==> src/rtl/instr_fetch.sv <==
// Instruction fetch stage: owns the PC, runs the imem req/ack handshake with timeout/retry,
// latches the returned word and computes the next PC when the datapath retires it.
module instr_fetch #(
   parameter logic [31:0] RESET_PC = 32'h0000_0000,
   parameter int unsigned TIMEOUT  = 16
) (
   input  logic        clk,
   input  logic        rst_n,
   output logic        imemReq,
   output logic [31:0] imemAddr,
   input  logic        imemAck,
   input  logic [31:0] imemData,
   input  logic        advance,
   input  logic        jump,
   input  logic        branch,
   input  logic        zero,
   input  logic [31:0] branchOffset,
   output logic [31:0] instr,
   output logic [5:0]  opcode,
   output logic        instrValid,
   output logic [31:0] pc,
   output logic [31:0] pcPlus4,
   output logic        fetchErr
);

   localparam int unsigned CntW = $clog2(TIMEOUT);

   typedef enum logic [1:0] {StBoot, StFetch, StRetry, StHold} fetchState_e;

   fetchState_e     stateQ, stateD;
   logic [31:0]     pcQ, pcD;
   logic [31:0]     instrQ, instrD;
   logic            validQ, validD;
   logic [CntW-1:0] cntQ, cntD;
   logic            errQ, errD;
   logic [31:0]     nextPc;

   always_ff @(posedge clk or negedge rst_n) begin
      if (!rst_n) begin
         stateQ <= StBoot;
         pcQ    <= RESET_PC;
         instrQ <= 32'h0;
         validQ <= 1'b0;
         cntQ   <= '0;
         errQ   <= 1'b0;
      end else begin
         stateQ <= stateD;
         pcQ    <= pcD;
         instrQ <= instrD;
         validQ <= validD;
         cntQ   <= cntD;
         errQ   <= errD;
      end
   end

   // Jump takes priority so that X on branch/zero during a j never reaches the PC.
   always_comb begin
      nextPc = pcPlus4;
      if (jump) begin
         nextPc = {pcPlus4[31:28], instrQ[25:0], 2'b00};
      end else if (branch && zero) begin
         nextPc = pcPlus4 + {branchOffset[29:0], 2'b00};
      end
   end

   always_comb begin
      stateD = stateQ;
      pcD    = pcQ;
      instrD = instrQ;
      validD = validQ;
      cntD   = cntQ;
      errD   = 1'b0;
      case (stateQ)
         StBoot: stateD = StFetch;
         StFetch: begin
            if (imemAck) begin
               instrD = imemData;
               validD = 1'b1;
               cntD   = '0;
               stateD = StHold;
            end else if (cntQ == CntW'(TIMEOUT - 1)) begin
               // Drop req for one cycle so memory sees a fresh request.
               errD   = 1'b1;
               cntD   = '0;
               stateD = StRetry;
            end else begin
               cntD = cntQ + 1'b1;
            end
         end
         StRetry: stateD = StFetch;
         StHold: begin
            if (advance) begin
               validD = 1'b0;
               pcD    = {nextPc[31:2], 2'b00};
               stateD = StFetch;
            end
         end
         default: stateD = StBoot;
      endcase
   end

   assign imemReq    = (stateQ == StFetch);
   assign imemAddr   = pcQ;
   assign pc         = pcQ;
   assign pcPlus4    = pcQ + 32'd4;
   assign instr      = instrQ;
   assign opcode     = instrQ[31:26];
   assign instrValid = validQ;
   assign fetchErr   = errQ;

endmodule

==> config.mk <==
export PLATFORM = sky130hd
export DESIGN_NAME = instr_fetch
export DESIGN_NICKNAME = d
export VERILOG_FILES = /design/src/rtl/instr_fetch.sv
export SDC_FILE = /design/constraint.sdc
export NUM_CORES = 1
export LEC_CHECK = 0
export ABC_AREA = 0
export CAP_MARGIN = 40
export CORE_ASPECT_RATIO = 1.1
export CORE_UTILIZATION = 50
export CTS_CLUSTER_SIZE = 40
export DETAILED_ROUTE_END_ITERATION = 8
export MAX_ROUTING_LAYER = met4
export PLACE_DENSITY = 0.95
export SLEW_MARGIN = 20
export SYNTH_ARGS = -nofsm -noshare
export SYNTH_HDL_FRONTEND = slang
export SYNTH_SLANG_ARGS = --single-unit
==> constraint.sdc <==
create_clock -name clk -period 5 [get_ports clk]
set_input_delay 0.75 -clock clk [delete_from_list [all_inputs] [get_ports clk]]
set_output_delay 0.75 -clock clk [all_outputs]
set_load 0.005 [all_outputs]
# ---- Yosys cells after proc, flatten, opt, wreduce, memory -nomap -nowiden
# Index checks and enable logic that the tools add are counted.
dict set report word_totals {
  register_bits 70
  inputBits 71
  wordCells 38
}
dict set report op_classes {
  add_sub_neg 3
  n_eq_ne 7
  n_mux 14
  reduce_logical 8
}
# operator n
set op_table {}
lappend op_table {{32-bit two-way mux} 2}
lappend op_table {{32-bit by 3-bit adder with 32-bit output, second input constant} 1}
lappend op_table {{32-bit adder} 1}
lappend op_table {{4-bit two-way mux} 2}
lappend op_table {{2-bit two-way mux} 3}
lappend op_table {{2-bit case mux with 3 select lines} 1}
lappend op_table {{2-bit AND reduction} 3}
lappend op_table {{1-bit two-way mux} 5}
lappend op_table {{4-bit by 1-bit adder with 4-bit output, second input constant} 1}
lappend op_table {{2-bit == test, second input constant} 2}
lappend op_table {{4-bit == test, second input constant} 1}
lappend op_table {{3-bit by 1-bit != test with 1-bit output, second input constant} 1}
lappend op_table {{3-bit AND reduction} 1}
lappend op_table {{2-bit by 1-bit == test with 1-bit output, second input constant} 1}
lappend op_table {{2-bit zero test} 1}
lappend op_table {{2-bit by 1-bit != test with 1-bit output, second input constant} 1}
lappend op_table {{2-bit != test, second input constant} 1}
lappend op_table {{1-bit case mux with 2 select lines} 1}
lappend op_table {{2-bit nonzero test} 1}
lappend op_table {{2-bit OR reduction} 1}
lappend op_table {{1-bit logical AND} 1}

# ---- Logic depth before layout (Yosys ltp)
dict set report depth {
  word_depth 4
  ltp_mapped 15
  mapped_depth_nobuf 14
}

# ---- Worst setup path before layout
# OpenSTA, ideal clock, no wires.
dict set report synth_path {
  path_type {reg-to-reg}
  start {reg pcQ[2] (netlist: imemAddr[2])}
  end {reg pcQ[27] (netlist: imemAddr[27])}
  setup_time_ps 82
  arrival_time_ps 3221
  slack_ps 1697
  path_stages_with_launch 16
  path_buffers 1
  synth_period_minus_slack_ps 3303
  path_cell_list {dfrtp_1 > ha_1 > and3_1 > nand4_2 > nor3_1 > nand2_1 > xnor2_1 > ha_1 > clkbuf_1 > o21ai_0 > nor2_1 > nand2_1 > or4_1 > o221ai_1 > o21ai_1 > a31oi_1}
}
dict set report synth_via {
  elab_chain_len 4
}
# item line
set synth_lines {}
lappend synth_lines {{from (decl)} 31} ;# logic [31:0] pcQ, pcD;
lappend synth_lines {{from (signal assigned)} 48} ;# pcQ <= pcD;
lappend synth_lines {{32-bit by 3-bit adder with 32-bit output} 105} ;# assign pcPlus4 = pcQ + 32'd4;
lappend synth_lines {{via pcPlus4[22]} 22} ;# output logic [31:0] pcPlus4,
lappend synth_lines {{32-bit adder} 62} ;# nextPc = pcPlus4 + {branchOffset[29:0], 2'b00};
lappend synth_lines {{32-bit two-way mux} 61} ;# end else if (branch && zero) begin
lappend synth_lines {{32-bit two-way mux} 59} ;# if (jump) begin
# The timed path passes the listed nets, and every way through them passes these cells.
# A chain may end at the register's enable or synchronous reset.

# ---- Worst setup path in the final report
dict set report layout_path {
  start {reg pcQ[3] (netlist: imemAddr[3])}
  end {reg pcQ[25] (netlist: imemAddr[25])}
}
dict set report layout_via {
  elab_chain_len 4
}
# item line
set layout_lines {}
lappend layout_lines {{32-bit by 3-bit adder with 32-bit output (*)} 105}
lappend layout_lines {{32-bit adder} 62}
lappend layout_lines {{32-bit two-way mux (*)} 61}
lappend layout_lines {{32-bit two-way mux (*)} 59}
# Mark *: on every way between the ends. The rest lies on a longest branch, timed or not.

==> results.yml <==
sta:
  slew_violations: 0
  hold_viol: 0
  relSlewSlack_pct: 49.81
  fin_crit_ps: 4066
  setup_viol: 0
  hold_ws_ps: 386.1
  grt_setup_unrepaired: "false"
  fmax_mhz: 245.9
  finalCritPeriodShare_pct: 81.33
  fin_skew_ps: 7.680
  fin_tns_setup_ps: 0
  worstMarginPinSlew_ps: 751.0
power_and_ir_drop:
  switching_share_pct: 40.44
  power.switching_mw: 1.644
  seq_power_share_pct: 25.6
  p_clk_share_pct: 15.7
  intPower_mw: 2.422
  p_per_area_mw_per_mm2: 517.0
  power_frac_comb_pct: 58.7
  leakage_nw: 3.333
  ir_drop_v: 0.0003296
drt:
  top_layer_used: "met4"
  route.detailed.drc: 0
  dr_wl_met2_um: 8554
  avgViaCountPerCell: 5.983
  wirelength_um: 17860
  vias: 5774
  firstDrtPassIters: 7
  drt-initial-drc-count: 565
  wl_met1_um: 7436
  final_antenna_net_count: 0
  met3_length_um: 1362
  routedWlPerCell_um: 18.51
logic_synthesis:
  ys_types: 63
  synth_edf_count: 0
  netlist_area_sq_mm: 0.005728
  synth_seq_cells: 70
  yosys_warnings: 0
  syn-mean-instance-area_sq_um: 8.679
  netlist_instances: 660
  yosys_most_used_dff: "dfrtp_1"
  ys_seq_area_share_pct: 30.58
  ys_async_sr_fraction_pct: 100.0
clock_network:
  cts_buffers: 9
  cts_max_level: 3
  tritoncts: "done"
  postCtsResizedCells: 0
  root_buffer: "clkbuf_16"
  path_clk_slew_ps: 60
  clkLatencyLatePin_ps: 330
  cts_setup_buffers: 0
  ctsLongestPathBuffers: 2
  cts_sinks: 70
  holdBufCountCts: 0
worst_setup_path:
  rrSetupSlack_ps: 930
  crit_path_end_kind: "flip-flop"
  critPathArrivalTime_ps: 4250
  critPathKind: "reg2reg"
  endpoint: "imemAddr[25]$_DFFE_PN0P_"
  r2r_cells: 14
  r2r_end: "imemAddr[25]$_DFFE_PN0P_"
  r2r_start: "imemAddr[3]$_DFFE_PN0P_"
  cp.required_ps: 5180
  critPathMaxFanout: 8
  crit_start: "imemAddr[3]$_DFFE_PN0P_"
  start_kind: "flip-flop"
global_routing:
  grt_max_degree: 37
  grtUsageTotal_pct: 30.67
  grt_pass1_wl_um: 27890
  grt_overflow: 0
  antenna_found_initial: 0
  grt_pass1_vias: 5400
final_layout:
  drive_above_1_share_pct: 8.313
  final_common_cell: "clkdlybuf4s50_1"
  n_fill_cell: 812
  layout_common_cells: "198 x clkdlybuf4s50_1, 70 x dfrtp_1, 63 x nand2_1"
  antennaDiodeCount: 0
  syn_to_final_growth_pct: 37.31
  fin_nets: 922
die:
  die-area_sq_mm: 0.01189
  start_util_pct: 51.79
  core_sq_mm: 0.01106
  fp.dieW_um: 104.1
  io_pins: 208
  placementRows: 40
  die_h_um: 114.3
hold_path:
  min_path_type: "in2async"
run:
  drv_cap: 0
place:
  finalWeightedCongestion: 0.9477
  io_buffers: 199
  dp_hpwl_um: 13560
status:
  outcome: "completed"
-- through the flow --
step | total power, mW | utilization, % | cell area [sq um] | cells | setup WS, ps
final | 4.066 | 71.11 | 7865 | 965 | 933.7
after global placement | 3.316 | 68.20 | 7543 | 948 | 1145
after global routing | 4.303 | 71.11 | 7865 | 965 | 604.8
after floorplan | 2.327 | - | 5747 | 665 | 1697
after detailed placement | 3.368 | 68.38 | 7564 | 949 | 1084
after CTS | 4.036 | 71.11 | 7865 | 965 | 1021
-- worst min path at each step --
| stage | startpoint | to | slack, ps | cells past startpoint |
|---|---|---|---|---|
| after global placement | instrValid$_DFFE_PN0P_ | instrValid$_DFFE_PN0P_ | 460 | 2 |
| after detailed placement | instrValid$_DFFE_PN0P_ | instrValid$_DFFE_PN0P_ | 470 | 2 |
| final | rst_n | instr[5]$_DFFE_PN0P_ | 390 | 1 |
| after floorplan | rst_n | cntQ[0]$_DFFE_PN0P_ | 450 | 0 |
| after global routing | rst_n | instr[6]$_DFFE_PN0P_ | 420 | 1 |
| after CTS | rst_n | imemAddr[3]$_DFFE_PN0P_ | 380 | 1 |
-- cell type report --
cell class | count | area [sq um] | share of cell area [%]
Clock buffer | 12 | 256.5 | 3.261
Clock inverter | 4 | 45.04 | 0.5727
Inverter | 14 | 52.55 | 0.6682
Multi-Input combinational cell | 513 | 3528 | 44.86
Sequential cell | 70 | 1752 | 22.27
Tap cell | 147 | 183.9 | 2.339
Timing Repair Buffer | 205 | 2047 | 26.03
-- Yosys cell counts (5+ instances only) --
library cell | number | area (sq um)
dfrtp_1 | 70 | 1752
nand2_1 | 63 | 236.5
o21ai_0 | 51 | 255.2
a21oi_1 | 48 | 240.2
nor2_1 | 43 | 161.4
buf_4 | 42 | 315.3
ha_1 | 37 | 462.9
mux2_2 | 34 | 382.9
xor2_1 | 27 | 236.5
clkbuf_1 | 21 | 78.83
and3_1 | 18 | 112.6
nand3_1 | 18 | 90.09
xnor2_1 | 18 | 157.7
nand4_1 | 16 | 100.1
a21o_1 | 13 | 97.59
inv_1 | 13 | 48.80
nor3_1 | 13 | 65.06
a211oi_1 | 12 | 90.09
a31oi_1 | 8 | 50.05
or3_1 | 8 | 50.05
o211ai_1 | 7 | 52.55
o211a_1 | 5 | 50.05
o21bai_1 | 5 | 37.54
-- sequential cells by signal, indices dropped and copies added, names as in the netlist --
| signal | cells |
|---|---|
| instrValid | 1 |
| stateQ | 2 |
| imemAddr | 30 |
| fetchErr | 1 |
| cntQ | 4 |
| instr | 32 |
-- layer usage --
layer	track usage, %	vias to the layer above
li1	-	2682
met1	38.98	2736
met2	49.69	310
met3	4.326	46
met4	12.10	0
met5	-	-
-- cell families (layout without fill, tap and decap cells) --
logic type                 count (synthesis)  in the layout  synth area share, %
AOI/OAI and AO/OA                        186            186                21.58
other                                      1              6              0.06547
and+or+nand+nor                          200            200                16.93
adders and majority gates                 38             38                8.432
buffers and inverters                     82            235                8.148
muxes                                     38             38                7.383
xor gates and xnor gates                  45             45                6.881
DFF                                       70             70                30.58
-- worst max-delay path: stages, from the launching register on --
cell and delay [ps]:
dfrtp_1 530, ha_1 290, and3_1 190, nand4_2 200, nor3_1 470, nand2_1 130
xnor2_1 200, ha_1 460, o21ai_0 130, nor2_1 130, nand2_1 90, o31ai_1 550
a31oi_1 190, xor2_1 250, a21oi_1 100
-- power groups by stage --
| stage | registers [mW] | logic (mW) | clock network [mW] |
|---|---|---|---|
| 3_3_place_gp | 1.02 | 2.30 | 0 |
| 5_1_grt | 1.07 | 2.57 | 0.665 |
| 2_1_floorplan | 0.957 | 1.37 | 0 |
| 3_5_place_dp | 1.03 | 2.33 | 0 |
| 6_report | 1.04 | 2.39 | 0.637 |
| 4_1_cts | 1.03 | 2.36 | 0.643 |
No activity file was read; power rests on OpenSTA's default activity.
